**config.mk**
```make
export PLATFORM = sky130hd
export DESIGN_NAME = piano_key_event_tx
export DESIGN_NICKNAME = d
export VERILOG_FILES = /design/src/rtl/piano_key_event_tx.sv
export SDC_FILE = /design/constraint.sdc
export NUM_CORES = 1
export LEC_CHECK = 0
export ABC_AREA = 1
export CORE_MARGIN = 3
export CORE_UTILIZATION = 30
export CTS_BUF_LIST = sky130_fd_sc_hd__clkbuf_4
export CTS_CLUSTER_SIZE = 24
export DETAILED_ROUTE_END_ITERATION = 7
export SYNTH_ARGS = -nofsm -noshare
export SYNTH_HDL_FRONTEND = slang
export SYNTH_SLANG_ARGS = --single-unit
```
**constraint.sdc**
```tcl
create_clock -name clk -period 2.4 [get_ports clk]
set_input_delay 0.36 -clock clk [delete_from_list [all_inputs] [get_ports clk]]
set_output_delay 0.36 -clock clk [all_outputs]
set_load 0.03 [all_outputs]
```
**src/rtl/piano_key_event_tx.sv**
```systemverilog
// rtl/piano_key_event_tx.sv - centroid to debounced piano key events, FIFO-buffered onto a paced UART byte stream
module piano_key_event_tx #(
   parameter int N_KEYS        = 8,
   parameter int KEY_X0        = 40,
   parameter int KEY_W         = 70,
   parameter int Y_TOP         = 320,
   parameter int Y_BOT         = 470,
   parameter int STABLE_FRAMES = 3,
   parameter int NOTE_BASE     = 60,
   parameter int MIN_GAP       = 2_000_000,
   parameter int FIFO_DEPTH    = 4
) (
   input  logic       clk,
   input  logic       reset,
   input  logic       vsync,
   input  logic [9:0] center_x,
   input  logic [9:0] center_y,
   input  logic       sound_enable,
   input  logic       tx_busy,
   output logic [7:0] tx_data,
   output logic       tx_start,
   output logic [7:0] cur_key,
   output logic       overflow
);
   localparam logic [7:0] NONE = 8'hFF;
   localparam int AW = $clog2(FIFO_DEPTH);

   typedef enum logic [1:0] {EV_IDLE, EV_OFF, EV_ON} ev_state_t;
   typedef enum logic [1:0] {TX_IDLE, TX_WAIT, TX_GAP} tx_state_t;

   logic        vsync_d, sample, accept;
   logic [7:0]  raw, cand, old_key, new_key;
   logic [3:0]  cnt;
   ev_state_t   ev_state, ev_next;
   tx_state_t   tx_state, tx_next;
   logic        push, pop;
   logic [7:0]  push_data, head;
   logic [7:0]  mem [FIFO_DEPTH];
   logic [AW:0] wr_ptr, rd_ptr;
   logic        full, empty;
   logic [1:0]  wait_cnt;
   logic [31:0] gap_cnt;

   assign sample = vsync && !vsync_d;

   always_comb begin
      raw = NONE;
      if (sound_enable && center_y >= 10'(Y_TOP) && center_y <= 10'(Y_BOT))
         for (int k = 0; k < N_KEYS; k++)
            if ({22'd0, center_x} >= 32'(KEY_X0 + k * KEY_W) &&
                {22'd0, center_x} <= 32'(KEY_X0 + (k + 1) * KEY_W - 1))
               raw = 8'(k);
   end

   // A pending accept waits while the event FSM is still emitting the previous change
   assign accept = (ev_state == EV_IDLE) && (cnt == 4'(STABLE_FRAMES)) && (cand != cur_key);

   always_ff @(posedge clk or posedge reset) begin
      if (reset) begin
         vsync_d <= 1'b0;
         cand    <= NONE;
         cnt     <= 4'd0;
         cur_key <= NONE;
         old_key <= NONE;
         new_key <= NONE;
      end else begin
         vsync_d <= vsync;
         if (sample) begin
            if (raw == cand) begin
               if (cnt != 4'(STABLE_FRAMES))
                  cnt <= cnt + 4'd1;
            end else begin
               cand <= raw;
               cnt  <= 4'd1;
            end
         end
         if (accept) begin
            cur_key <= cand;
            old_key <= cur_key;
            new_key <= cand;
         end
      end
   end

   always_ff @(posedge clk or posedge reset) begin
      if (reset) ev_state <= EV_IDLE;
      else       ev_state <= ev_next;
   end

   always_comb begin
      ev_next = ev_state;
      case (ev_state)
         EV_IDLE: if (accept) ev_next = EV_OFF;
         EV_OFF:  ev_next = EV_ON;
         default: ev_next = EV_IDLE;
      endcase
   end

   always_comb begin
      push      = 1'b0;
      push_data = 8'd0;
      if (ev_state == EV_OFF && old_key != NONE) begin
         push      = 1'b1;
         push_data = 8'h80 | (8'(NOTE_BASE) + old_key);
      end else if (ev_state == EV_ON && new_key != NONE) begin
         push      = 1'b1;
         push_data = 8'(NOTE_BASE) + new_key;
      end
   end

   assign empty = (wr_ptr == rd_ptr);
   assign full  = (wr_ptr[AW] != rd_ptr[AW]) && (wr_ptr[AW-1:0] == rd_ptr[AW-1:0]);
   assign head  = mem[rd_ptr[AW-1:0]];

   // When full, a simultaneous pop frees the slot the push writes into
   always_ff @(posedge clk or posedge reset) begin
      if (reset) begin
         wr_ptr   <= '0;
         rd_ptr   <= '0;
         overflow <= 1'b0;
      end else begin
         if (push && (!full || pop)) begin
            mem[wr_ptr[AW-1:0]] <= push_data;
            wr_ptr <= wr_ptr + 1'b1;
         end
         if (push && full && !pop)
            overflow <= 1'b1;
         if (pop)
            rd_ptr <= rd_ptr + 1'b1;
      end
   end

   always_ff @(posedge clk or posedge reset) begin
      if (reset) tx_state <= TX_IDLE;
      else       tx_state <= tx_next;
   end

   always_comb begin
      tx_next = tx_state;
      case (tx_state)
         TX_IDLE: if (!empty && !tx_busy) tx_next = TX_WAIT;
         TX_WAIT: if (wait_cnt == 2'd2 && !tx_busy) tx_next = (MIN_GAP == 0) ? TX_IDLE : TX_GAP;
         TX_GAP:  if (gap_cnt == 32'(MIN_GAP - 1)) tx_next = TX_IDLE;
         default: tx_next = TX_IDLE;
      endcase
   end

   always_comb begin
      pop = (tx_state == TX_IDLE) && !empty && !tx_busy;
   end

   always_ff @(posedge clk or posedge reset) begin
      if (reset) begin
         tx_data  <= 8'd0;
         tx_start <= 1'b0;
         wait_cnt <= 2'd0;
         gap_cnt  <= 32'd0;
      end else begin
         tx_start <= pop;
         if (pop)
            tx_data <= head;
         if (tx_state != TX_WAIT)
            wait_cnt <= 2'd0;
         else if (wait_cnt != 2'd2)
            wait_cnt <= wait_cnt + 2'd1;
         if (tx_state != TX_GAP)
            gap_cnt <= 32'd0;
         else
            gap_cnt <= gap_cnt + 32'd1;
      end
   end
endmodule

```
==> run_summary.xml, run 1 <==
<?xml version="1.0" encoding="UTF-8"?>
<metrics>
  <group name="critical_path">
    <metric name="critical_path_arrival" unit="ns">1.83</metric>
    <metric name="cp.required" unit="ns">2.04</metric>
    <metric name="path_buf_inv" unit="">1</metric>
    <metric name="timing.critical_path.slowest_stage_cell" unit="">clkdlybuf4s50_1</metric>
    <metric name="critical_path.max_stage_delay" unit="ns">0.71</metric>
    <metric name="worst-setup-path-type" unit="">reg2out</metric>
    <metric name="worst-path-max-fanout" unit="">10</metric>
    <metric name="cell_by_cell_trace_of_the_critical_path" unit="">clkdlybuf4s50_1</metric>
    <metric name="cp_top_family" unit="">buffers and inverters</metric>
    <metric name="kind_of_capture_point_of_the_worst_setup_path" unit="">primary output</metric>
    <metric name="startpoint_type" unit="">register</metric>
  </group>
  <group name="timing">
    <metric name="worst_slew_pin_slew" unit="ns">0.507</metric>
    <metric name="slew_headroom" unit="%">65.9</metric>
    <metric name="timing.final.crit_share" unit="%">91.3</metric>
    <metric name="finalClockSkew" unit="ns">0.0290</metric>
    <metric name="rsz0062_at_grt" unit="">no</metric>
    <metric name="totalNegativeSetupSlack" unit="ns">0</metric>
    <metric name="finalCriticalPeriod" unit="ns">2.19</metric>
    <metric name="finalMaxSlewViolations" unit="">0</metric>
    <metric name="hold_viol_final" unit="">0</metric>
    <metric name="finalSetupViolations" unit="">0</metric>
    <metric name="max_freq" unit="MHz">457</metric>
    <metric name="timing.hold.ws" unit="ns">0.379</metric>
  </group>
  <group name="cts">
    <metric name="post-cts-setup-buffers" unit="">0</metric>
    <metric name="clk_pin_slew" unit="ns">0.16</metric>
    <metric name="tritoncts" unit="">yes</metric>
    <metric name="cts_inserted_buffers" unit="">9</metric>
    <metric name="clock_tree.htree_level_count" unit="">3</metric>
    <metric name="ctsResizeCount" unit="">0</metric>
    <metric name="maximum_buffer_depth_of_the_clock_tree" unit="">2</metric>
    <metric name="cts_hold_buffers" unit="">0</metric>
    <metric name="cts-root-buf" unit="">clkbuf_4</metric>
    <metric name="clkSinkCount" unit="">98</metric>
    <metric name="clock_insertion_delay_worst_skew" unit="ns">0.46</metric>
  </group>
  <group name="floorplan">
    <metric name="io_pins" unit="">43</metric>
    <metric name="floorplan.initialDensity" unit="%">31.2</metric>
    <metric name="chip_height" unit="µm">138</metric>
    <metric name="core.rowCount" unit="">47</metric>
    <metric name="fp.dieArea" unit="µm²">19100</metric>
    <metric name="floorplan.core_area" unit="µm²">16800</metric>
    <metric name="die_width" unit="µm">138</metric>
  </group>
  <group name="synthesis">
    <metric name="sequential_share_of_the_synthesized_area" unit="%">49.7</metric>
    <metric name="post_synth_inst_count" unit="">626</metric>
    <metric name="synthTopCellsByArea" unit="">dfrtp_1 28%, edfxtp_1 16%, nand2_1 8.7%</metric>
    <metric name="synth_top_area_cell" unit="">dfrtp_1</metric>
    <metric name="ys_warn_count" unit="">0</metric>
    <metric name="postSynthRegisterBits" unit="">98</metric>
    <metric name="synthDominantCellAreaShare" unit="%">27.7</metric>
    <metric name="syn-cell-area" unit="µm²">5240</metric>
    <metric name="mappedNetlistNets" unit="">664</metric>
    <metric name="synth_cell_type_count" unit="">43</metric>
    <metric name="syn-mean-instance-area" unit="µm²">8.38</metric>
  </group>
  <group name="placement">
    <metric name="post-dp-hpwl" unit="mm">7.54</metric>
    <metric name="buffer_ports.inserted" unit="">41</metric>
    <metric name="post-place-cells" unit="">886</metric>
    <metric name="place_congestion" unit="">0.832</metric>
    <metric name="postPlaceCellArea" unit="µm²">5970</metric>
  </group>
  <group name="layout">
    <metric name="instances_no_fill" unit="">903</metric>
    <metric name="layout.cells.most_common" unit="">nand2_1</metric>
    <metric name="layout.nets" unit="">715</metric>
    <metric name="layout.cell_area.non_filler" unit="µm²">6100</metric>
    <metric name="fillCellCount" unit="">1764</metric>
    <metric name="regArea" unit="µm²">2610</metric>
    <metric name="layout.cells.most_common_list" unit="">122 x nand2_1, 102 x nor2_1, 72 x inv_1, 58 x dfrtp_1, 43 x o21ai_0</metric>
    <metric name="synthToLayoutAreaGrowth" unit="%">16.3</metric>
    <metric name="multiInputGateArea" unit="µm²">2260</metric>
    <metric name="layout-drive-gt1-share" unit="%">10.7</metric>
  </group>
  <group name="power">
    <metric name="p_total" unit="mW">5.13</metric>
    <metric name="cellPowerDensity" unit="nW/µm²">842</metric>
    <metric name="ir_worst_vdd" unit="mV">0.453</metric>
    <metric name="total_leakage_power" unit="nW">2.69</metric>
  </group>
  <group name="route">
    <metric name="wire_length_per_cell" unit="µm">11.3</metric>
    <metric name="route.final.wire_length" unit="mm">10.2</metric>
    <metric name="vias" unit="">4039</metric>
    <metric name="drcViolationCount" unit="">0</metric>
    <metric name="detailedRoute.firstPassIterationCount" unit="">4</metric>
    <metric name="via_per_inst" unit="">4.47</metric>
    <metric name="drtIter0Drc" unit="">218</metric>
    <metric name="route.antenna.remaining_nets" unit="">0</metric>
  </group>
  <group name="min_path">
    <metric name="worstHoldPathType" unit="">in2async</metric>
  </group>
  <group name="global_route">
    <metric name="grt.total_usage" unit="%">11.2</metric>
    <metric name="grt_start_max_net_pins" unit="">71</metric>
    <metric name="via_count_of_the_first_global_routing_pass" unit="">3982</metric>
    <metric name="grt_overflow_total" unit="">0</metric>
    <metric name="grt_antenna_before_repair" unit="">1</metric>
    <metric name="grt_pass1_wl" unit="mm">18.4</metric>
  </group>
  <group name="run">
    <metric name="timing.max_cap.violations" unit="">0</metric>
  </group>
  <group name="outcome">
    <metric name="run_status" unit="">complete, no violations</metric>
  </group>
</metrics>
## Yosys cell counts
master,instances
mux2i_1,1
nor2_2,4
and3_1,2
edfxtp_1,28
or2_2,1
o21ai_1,3
xor2_1,9
clkbuf_1,8
xnor2_1,9
buf_4,5
dfstp_2,12
a31o_2,1
nor3_2,2
inv_4,1
nand3_2,3
nand2_1,122
o21a_1,1
a21oi_1,21
clkinv_1,2
nor2_4,4
a21oi_4,1
xor2_2,1
dfrtp_1,58
nand3_1,22
o22ai_1,2
nor2_1,102
a221oi_1,1
o211ai_1,1
inv_2,3
o21ai_0,43
nand4_1,16
nor4_1,10
nand2_2,4
nand2_4,4
nor4_4,1
o21bai_2,1
a21o_1,1
inv_1,73
a31oi_1,9
nor3_1,19
ha_1,13
buf_2,1
nand3b_1,1
## final timing paths
path                            start           to  slack (ns)  cells after the start
max                        new_key[6]   cur_key[6]        0.21                      1
min                             reset       cnt[2]        0.38                      3
max reg2reg                gap_cnt[0]  gap_cnt[20]        0.31                     12
min reg2reg                gap_cnt[0]   gap_cnt[0]        0.47                      1
max in group asynchronous       reset   old_key[1]        1.69                      3
min in group clk                vsync      vsync_d        0.38                      1
## metrics by stage
step	utilization, %	setup WS [ns]
6_report	36.3	0.210
5_1_grt	36.3	0.0631
4_1_cts	36.2	0.164
3_5_place_dp	35.5	0.0216
3_3_place_gp	35.5	0.0414
2_1_floorplan	-	0.198
## power by group
group          internal [mW]  total [mW]  switching, mW  leakage, nW
registers               2.13        2.41          0.284         1.14
logic                  0.765        1.90           1.13         1.48
clock network          0.241       0.828          0.587       0.0722
## cells by family after synthesis
| group | after synthesis | share of synthesized area [%] |
|---|---|---|
| buffers and inverters | 93 | 7.09 |
| AND/OR/NAND/NOR | 317 | 27.6 |
| adder cells (fa/ha/maj) | 13 | 3.10 |
| AO/OA/AOI/OAI | 85 | 9.00 |
| flip-flops | 98 | 49.7 |
| XOR/XNOR | 19 | 3.32 |
| multiplexers | 1 | 0.191 |
## cell type report
type                       count  area share, %
tap                          220           4.51
antenna                        1         0.0410
inverter                      79           4.97
timing repair buffer          54           8.54
clock buffer                  10           1.23
multi-input combinational    435           37.1
sequential                    98           42.8
clock inverter                 6          0.800
## sequential cells by signal, summed over array words and instances, names as in the netlist
register and flops:
gap_cnt 32, mem 28, tx_data 7, cand 4, cnt 4, new_key 4, old_key 4, rd_ptr 3
wr_ptr 3, ev_state 2, tx_state 2, wait_cnt 2, overflow 1, tx_start 1, vsync_d 1
## layer usage
metal / up-vias / wire (µm) / track usage (%)
met5: - / 0 / 0
met4: 0 / 112 / 3.43
met3: 8 / 380 / 2.21
met2: 65 / 4630 / 18.4
met1: 1808 / 5090 / 15.1
li1: 2158 / - / -
(Power assumes the default switching activity.)
==> run 2, diff against run 1 <==
--- a/config.mk
+++ b/config.mk
@@ -6,6 +6,8 @@
 export NUM_CORES = 1
 export LEC_CHECK = 0
 export ABC_AREA = 1
+export ABC_CLOCK_PERIOD_IN_PS = 2400
+export CAP_MARGIN = 0
 export CORE_MARGIN = 3
 export CORE_UTILIZATION = 30
 export CTS_BUF_LIST = sky130_fd_sc_hd__clkbuf_4
==> results of run 2 <==
Final layout, timing and power as in run 1 (identical DEF).
==> run 3, diff against run 2 <==
--- a/config.mk
+++ b/config.mk
@@ -7,7 +7,6 @@
 export LEC_CHECK = 0
 export ABC_AREA = 1
 export ABC_CLOCK_PERIOD_IN_PS = 2400
-export CAP_MARGIN = 0
 export CORE_MARGIN = 3
 export CORE_UTILIZATION = 30
 export CTS_BUF_LIST = sky130_fd_sc_hd__clkbuf_4
==> results of run 3 <==
Final layout, timing and power as in run 1 (identical DEF).
